## config.mk

```make
export PLATFORM = sky130hd
export DESIGN_NAME = r_release_scheduler
export DESIGN_NICKNAME = d
export VERILOG_FILES = /design/src/rtl/r_release_scheduler.sv
export SDC_FILE = /design/constraint.sdc
export NUM_CORES = 1
export LEC_CHECK = 0
export BUFFER_PORTS_ARGS = -buffer_cell sky130_fd_sc_hd__buf_4
export CORE_ASPECT_RATIO = 0.5
export CORE_MARGIN = 2
export CORE_UTILIZATION = 53
export CTS_CLUSTER_SIZE = 28
export DETAILED_ROUTE_END_ITERATION = 6
export PLACE_DENSITY = 0.83
export SLEW_MARGIN = 15
export SYNTH_ARGS = -nofsm -noshare
export SYNTH_HDL_FRONTEND = slang
export SYNTH_SLANG_ARGS = --single-unit
```

## constraint.sdc

```tcl
create_clock -name clk -period 3.7 [get_ports clk]
set_input_delay 0.185 -clock clk [delete_from_list [all_inputs] [get_ports clk]]
set_output_delay 0.185 -clock clk [all_outputs]
set_load 0.03 [all_outputs]
```

## src/rtl/r_release_scheduler.sv

```systemverilog
// -----------------------------------------------------------------------------
// r_release_scheduler
//
// Purpose:
//   Round-robin scheduler that picks which UID of the per-UID R response
//   memory is drained next. It drives the memory's uid_to_free select and
//   gates the R handshake between the memory and the master side. Once a UID
//   is granted, the scheduler stays locked on it from its first beat until
//   its RLAST beat, so bursts never interleave on the output.
//
// Handshake:
//   While locked (busy=1): out_valid follows mem_valid, mem_ready follows
//   out_ready, and a beat moves (xfer) on a rising edge where
//   mem_valid & out_ready. While idle, both out_valid and mem_ready are 0 and
//   no beat can move. The grant cycle never carries a beat, so back-to-back
//   bursts are separated by one bubble cycle.
//
// Optional feature (compile-time macro R_STORE_AND_FORWARD_EN):
//   defined   : a UID is eligible only when it is pending AND its whole burst
//               is buffered (uid_done), so the output never stalls mid-burst.
//   undefined : cut-through; uid_done is ignored and a UID is eligible as
//               soon as its first beat lands.
//
// Ports:
//   clk          in   1          clock
//   rst_n        in   1          synchronous active-low reset
//   uid_pending  in   NUM_UIDS   bit u = FIFO[u] non-empty
//   uid_done     in   NUM_UIDS   bit u = RLAST of FIFO[u] burst already stored
//   mem_valid    in   1          head-beat valid of the selected UID
//   mem_last     in   1          head-beat last of the selected UID
//   mem_ready    out  1          pop strobe qualifier to the memory
//   out_valid    out  1          R valid to the master side
//   out_ready    in   1          R ready from the master side
//   uid_to_free  out  ID_WIDTH   registered UID select to the memory
//   busy         out  1          FSM in LOCK (also the FSM state debug view)
//   beat_idx     out  BC_W       beats already transferred in current burst
//   err_overrun  out  1          sticky: MAX_BEATS beats moved without last
// -----------------------------------------------------------------------------
module r_release_scheduler #(
  parameter  int NUM_UIDS  = 16,
  parameter  int ID_WIDTH  = 4,
  parameter  int MAX_BEATS = 8,
  localparam int BC_W      = $clog2(MAX_BEATS + 1)
) (
  input  logic                clk,
  input  logic                rst_n,
  input  logic [NUM_UIDS-1:0] uid_pending,
  input  logic [NUM_UIDS-1:0] uid_done,
  input  logic                mem_valid,
  input  logic                mem_last,
  output logic                mem_ready,
  output logic                out_valid,
  input  logic                out_ready,
  output logic [ID_WIDTH-1:0] uid_to_free,
  output logic                busy,
  output logic [BC_W-1:0]     beat_idx,
  output logic                err_overrun
);

  typedef enum logic {
    ST_IDLE = 1'b0,
    ST_LOCK = 1'b1
  } state_e;

  // UID count in the widened (ID_WIDTH+1) domain used for wrap arithmetic.
  localparam logic [ID_WIDTH:0] NUM_W    = (ID_WIDTH + 1)'(NUM_UIDS);
  localparam logic [BC_W-1:0]   BEAT_MAX = BC_W'(MAX_BEATS - 1);

  state_e              state_q, state_d;
  logic [ID_WIDTH-1:0] uid_q, uid_d;
  logic [ID_WIDTH-1:0] rr_ptr_q, rr_ptr_d;
  logic [BC_W-1:0]     beat_q, beat_d;
  logic                err_q, err_d;

  logic [NUM_UIDS-1:0] eligible;
  logic                found;
  logic [ID_WIDTH-1:0] pick;
  logic [ID_WIDTH:0]   cand;
  logic [ID_WIDTH:0]   uid_inc;
  logic [ID_WIDTH-1:0] rr_after;
  logic                locked;
  logic                xfer;

  // ---------------------------------------------------------------------------
  // Eligibility
  // ---------------------------------------------------------------------------
`ifdef R_STORE_AND_FORWARD_EN
  assign eligible = uid_pending & uid_done;
`else
  // Cut-through: completion status does not influence arbitration.
  logic unused_uid_done;
  assign unused_uid_done = ^uid_done;
  assign eligible        = uid_pending;
`endif

  // ---------------------------------------------------------------------------
  // Round-robin search: first eligible UID at rr_ptr, rr_ptr+1, ... wrapping
  // at NUM_UIDS. The candidate is formed one bit wider so the wrap works for
  // NUM_UIDS that are not a power of two.
  // ---------------------------------------------------------------------------
  always_comb begin
    found = 1'b0;
    pick  = '0;
    cand  = '0;
    for (int i = 0; i < NUM_UIDS; i++) begin
      cand = {1'b0, rr_ptr_q} + (ID_WIDTH + 1)'(i);
      if (cand >= NUM_W) begin
        cand = cand - NUM_W;
      end
      if (!found && eligible[cand[ID_WIDTH-1:0]]) begin
        found = 1'b1;
        pick  = cand[ID_WIDTH-1:0];
      end
    end
  end

  // Pointer value after finishing (or aborting) the burst of uid_q.
  assign uid_inc  = {1'b0, uid_q} + (ID_WIDTH + 1)'(1);
  assign rr_after = (uid_inc == NUM_W) ? '0 : uid_inc[ID_WIDTH-1:0];

  assign locked = (state_q == ST_LOCK);
  assign xfer   = locked & mem_valid & out_ready;

  // ---------------------------------------------------------------------------
  // Next-state logic
  // ---------------------------------------------------------------------------
  always_comb begin
    state_d  = state_q;
    uid_d    = uid_q;
    rr_ptr_d = rr_ptr_q;
    beat_d   = beat_q;
    err_d    = err_q;

    case (state_q)
      ST_IDLE: begin
        // Grant takes effect on the next edge; no beat moves this cycle.
        if (found) begin
          uid_d   = pick;
          state_d = ST_LOCK;
        end
      end

      ST_LOCK: begin
        // Pending/done changes are ignored here: no preemption. With
        // mem_valid low (FIFO underrun) there is no xfer and the lock holds.
        if (xfer) begin
          if (mem_last) begin
            state_d  = ST_IDLE;
            beat_d   = '0;
            rr_ptr_d = rr_after;
          end else if (beat_q == BEAT_MAX) begin
            // MAX_BEATS beats without last: flag it and release the lock so
            // one runaway UID cannot starve the others.
            err_d    = 1'b1;
            state_d  = ST_IDLE;
            beat_d   = '0;
            rr_ptr_d = rr_after;
          end else begin
            beat_d = beat_q + BC_W'(1);
          end
        end
      end

      default: begin
        state_d = ST_IDLE;
      end
    endcase
  end

  // ---------------------------------------------------------------------------
  // State registers. Reset abandons any lock; the memory contents are not
  // touched by this block.
  // ---------------------------------------------------------------------------
  always_ff @(posedge clk) begin
    if (!rst_n) begin
      state_q  <= ST_IDLE;
      uid_q    <= '0;
      rr_ptr_q <= '0;
      beat_q   <= '0;
      err_q    <= 1'b0;
    end else begin
      state_q  <= state_d;
      uid_q    <= uid_d;
      rr_ptr_q <= rr_ptr_d;
      beat_q   <= beat_d;
      err_q    <= err_d;
    end
  end

  // ---------------------------------------------------------------------------
  // Outputs. The handshake outputs are also forced low while rst_n is
  // asserted so nothing pops during reset even if the lock was held.
  // ---------------------------------------------------------------------------
  assign busy        = locked;
  assign uid_to_free = uid_q;
  assign beat_idx    = beat_q;
  assign err_overrun = err_q;
  assign out_valid   = locked & rst_n & mem_valid;
  assign mem_ready   = locked & rst_n & out_ready;

endmodule

```

==> flow_summary_export.csv <==
group,metric,value,unit
run_status,status,"completed",
sta,hold_violations,0,
cells_and_area,final_area,3496,um^2
detailed_routing,dr.pass1.iters,5,
detailed_routing,drt_iter0_drc,374,
hold_path,holdCritPathClass,"in2reg",
placed_design,dpl_cell_area,3401,um^2
placed_design,dp_cells,443,
cells_and_area,drive_gt1_share,28.95,%
clock_tree,htree_levels,1,
cells_and_area,diodes,0,
cells_and_area,fin_cells,446,
power,power.density,236.9,nW/um^2
clock_tree,root_buffer,"clkbuf_16",
placed_design,gp_congestion,1.031,
sta,drv_slew,0,
global_routing,grt_util_all_layers,29.79,%
global_routing,grt_pass1_wl,14430,um
placed_design,dpl.hpwl,7250,um
job,drv_cap,0,
critical_path,crit_fanout,20,
clock_tree,cts_sinks,14,
critical_path,endpoint_kind,"flip-flop",
clock_tree,cts_tree,"yes",
detailed_routing,via_per_inst,7.056,
sta,finalCriticalPeriod,3.565,ns
power,cellLeakagePower,1.386,nW
cells_and_area,postLayoutCoreUtil,63.94,%
global_routing,overflow,0,
die,start_util,54.62,%
sta,max_freq,0.2805,GHz
logic_synthesis,syn_area_per_cell,9.023,um^2
die,die_h,57.08,um
global_routing,grt_max_degree,27,
sta,tightest_slew,0.7603,ns
sta,worst_slack,0.1348,ns
sta,setup_viol,0,
sta,fin_crit_sh,96.36,%
cells_and_area,areaGrowthSynthToFinish,17.05,%
logic_synthesis,postSynth.asyncResetShare,0,%
clock_tree,insertion_delay,0.24,ns
detailed_routing,postRouteAntennaNets,0,
clock_tree,clkSlewWorstSetupHoldPaths,0.04,ns
sta,finClkSkew,0.003265,ns
logic_synthesis,seq_area_frac_synth,9.384,%
critical_path,criticalPathCategory,"reg2reg",
die,rows,19,
die,io_pins,49,
logic_synthesis,syn_inst,331,
sta,finalSetupTns,0,ns
sta,relSlewSlack,48.95,%
sta,holdWs,0.2281,ns
sta,rsz0062_at_grt,"false",
logic_synthesis,synth_warnings,0,
die,core_area,5468,um^2
detailed_routing,vias,3147,
power,peakVddDrop,0.1585,mV
placed_design,pre_cts_ws,0.1237,ns
cells_and_area,fin_nets,421,
global_routing,grt_pass1_vias,2885,
logic_synthesis,syn-cell-area,2987,um^2
logic_synthesis,synth_edf_count,0,
logic_synthesis,synth_cell_types,70,
logic_synthesis,synth_nets,377,
cells_and_area,mostFrequentLayoutCells,"buf_4 (58), nor2_1 (34), mux2i_1 (26)",
die,die_area,6288,um^2
global_routing,antenna_found_initial,0,
power,p_total,0.8280,mW
detailed_routing,route.detailed.drc,0,
critical_path,critPathRequiredTime,3.83,ns
critical_path,critical_path.startpoint_type,"flip-flop",
cells_and_area,mostFrequentLayoutCell,"buf_4",
clock_tree,cts_buffer_depth,2,
detailed_routing,routed_wl,9159,um
die,dieWidth,110.2,um
placed_design,io_buffers,32,
critical_path,crit_arrival,3.70,ns
logic_synthesis,ys_ff_latch,14,
logic_synthesis,synthFlopType,"dfxtp_1",
detailed_routing,drt-wirelength-per-cell,20.54,um
clock_tree,cts_made_buffers,3,
## critical path, stage by stage, from the launching register on
cell	delay, ns
dfxtp_1	0.34
buf_4	0.30
mux4_1	0.67
mux4_2	0.54
a2111o_1	0.37
nor4_4	0.33
and2_4	0.23
nor3b_2	0.20
a211oi_1	0.11
a2111oi_2	0.37
## cell usage after synthesis (2+ instances only)
master     count  area share, %
xnor2_1        7            2.1
buf_6          2           0.75
inv_2          2           0.25
a21oi_1       17            2.8
nand3b_1       2           0.50
buf_2          4           0.67
mux2i_1       26            8.7
a41oi_1        2           0.59
o221ai_1       3           0.88
o211a_1        2           0.67
dfxtp_1       14            9.4
nor2_1        34            4.3
o2111a_1       2           0.75
a22oi_1        5            1.3
a221oi_1       2           0.59
mux4_1        10            8.8
nand3_1        7            1.2
a31oi_1        7            1.5
o21ai_0       14            2.3
o211ai_1       5            1.3
ha_1           9            3.8
nor2b_1        2           0.42
nand2b_1       3           0.63
a211oi_1       9            2.3
o22ai_1        4           0.84
a21o_1         4            1.0
nand2_1       23            2.9
clkbuf_1      10            1.3
o311a_1        2           0.67
nand4bb_1      2           0.75
xor2_1         4            1.2
a211o_1        3           0.88
mux2_2        11            4.1
inv_1          8            1.0
nor3_1         7            1.2
mux4_2        20             15
clkinv_1       2           0.25
and3_1         9            1.9
## cell type report
type                       count  area [um^2]
inverter                      12        45.04
clock buffer                   3        75.07
tap                           73        91.34
sequential                    14        280.3
multi-input combinational    286         2569
timing repair buffer          58        435.4
fill                         442         1972
## power by group
group | internal, mW | total, mW | switching [mW]
Combinational | 0.201 | 0.463 | 0.262
Sequential | 0.158 | 0.169 | 0.0116
Clock | 0.141 | 0.196 | 0.0552
Total | 0.499 | 0.828 | 0.329
## state kept, by name, indices dropped and copies added (netlist names)
signal / flops
uid_to_free: 4
beat_idx: 4
busy: 1
err_overrun: 1
rr_ptr_q: 4
## cell families after synthesis
kind of cell / count (synthesis) / share of synthesized area [%]
buffers and inverters: 31 / 5.279
DFF: 14 / 9.384
muxes: 68 / 37.20
and+or+nand+nor: 101 / 17.68
adders and majority gates: 9 / 3.770
AOI/OAI and AO/OA: 97 / 23.46
xor gates and xnor gates: 11 / 3.226
## worst paths after layout
| path | startpoint | to | slack, ns | depth (start not counted) |
|---|---|---|---|---|
| max reg2reg | rr_ptr_q[1] | uid_to_free[0] | 0.13 | 9 |
| min reg2reg | err_overrun | err_overrun | 0.47 | 2 |
| max | rr_ptr_q[1] | uid_to_free[0] | 0.13 | 9 |
| min | rst_n | busy | 0.23 | 2 |
## layer usage
metal | track usage, % | wire length (um) | up-vias
li1 | - | - | 1420
met1 | 43.00 | 3924 | 1479
met2 | 45.66 | 3949 | 223
met3 | 5.029 | 1079 | 25
met4 | 10.18 | 206 | 0
met5 | 0 | 0 | -
## timing repair
action | in CTS | in global routing
hold buffers | 0 | 0
endpoints found under the setup margin | 0 | 5
resized for setup | 0 | 3
setup buffers | 0 | 0
(Power assumes the default switching activity.)
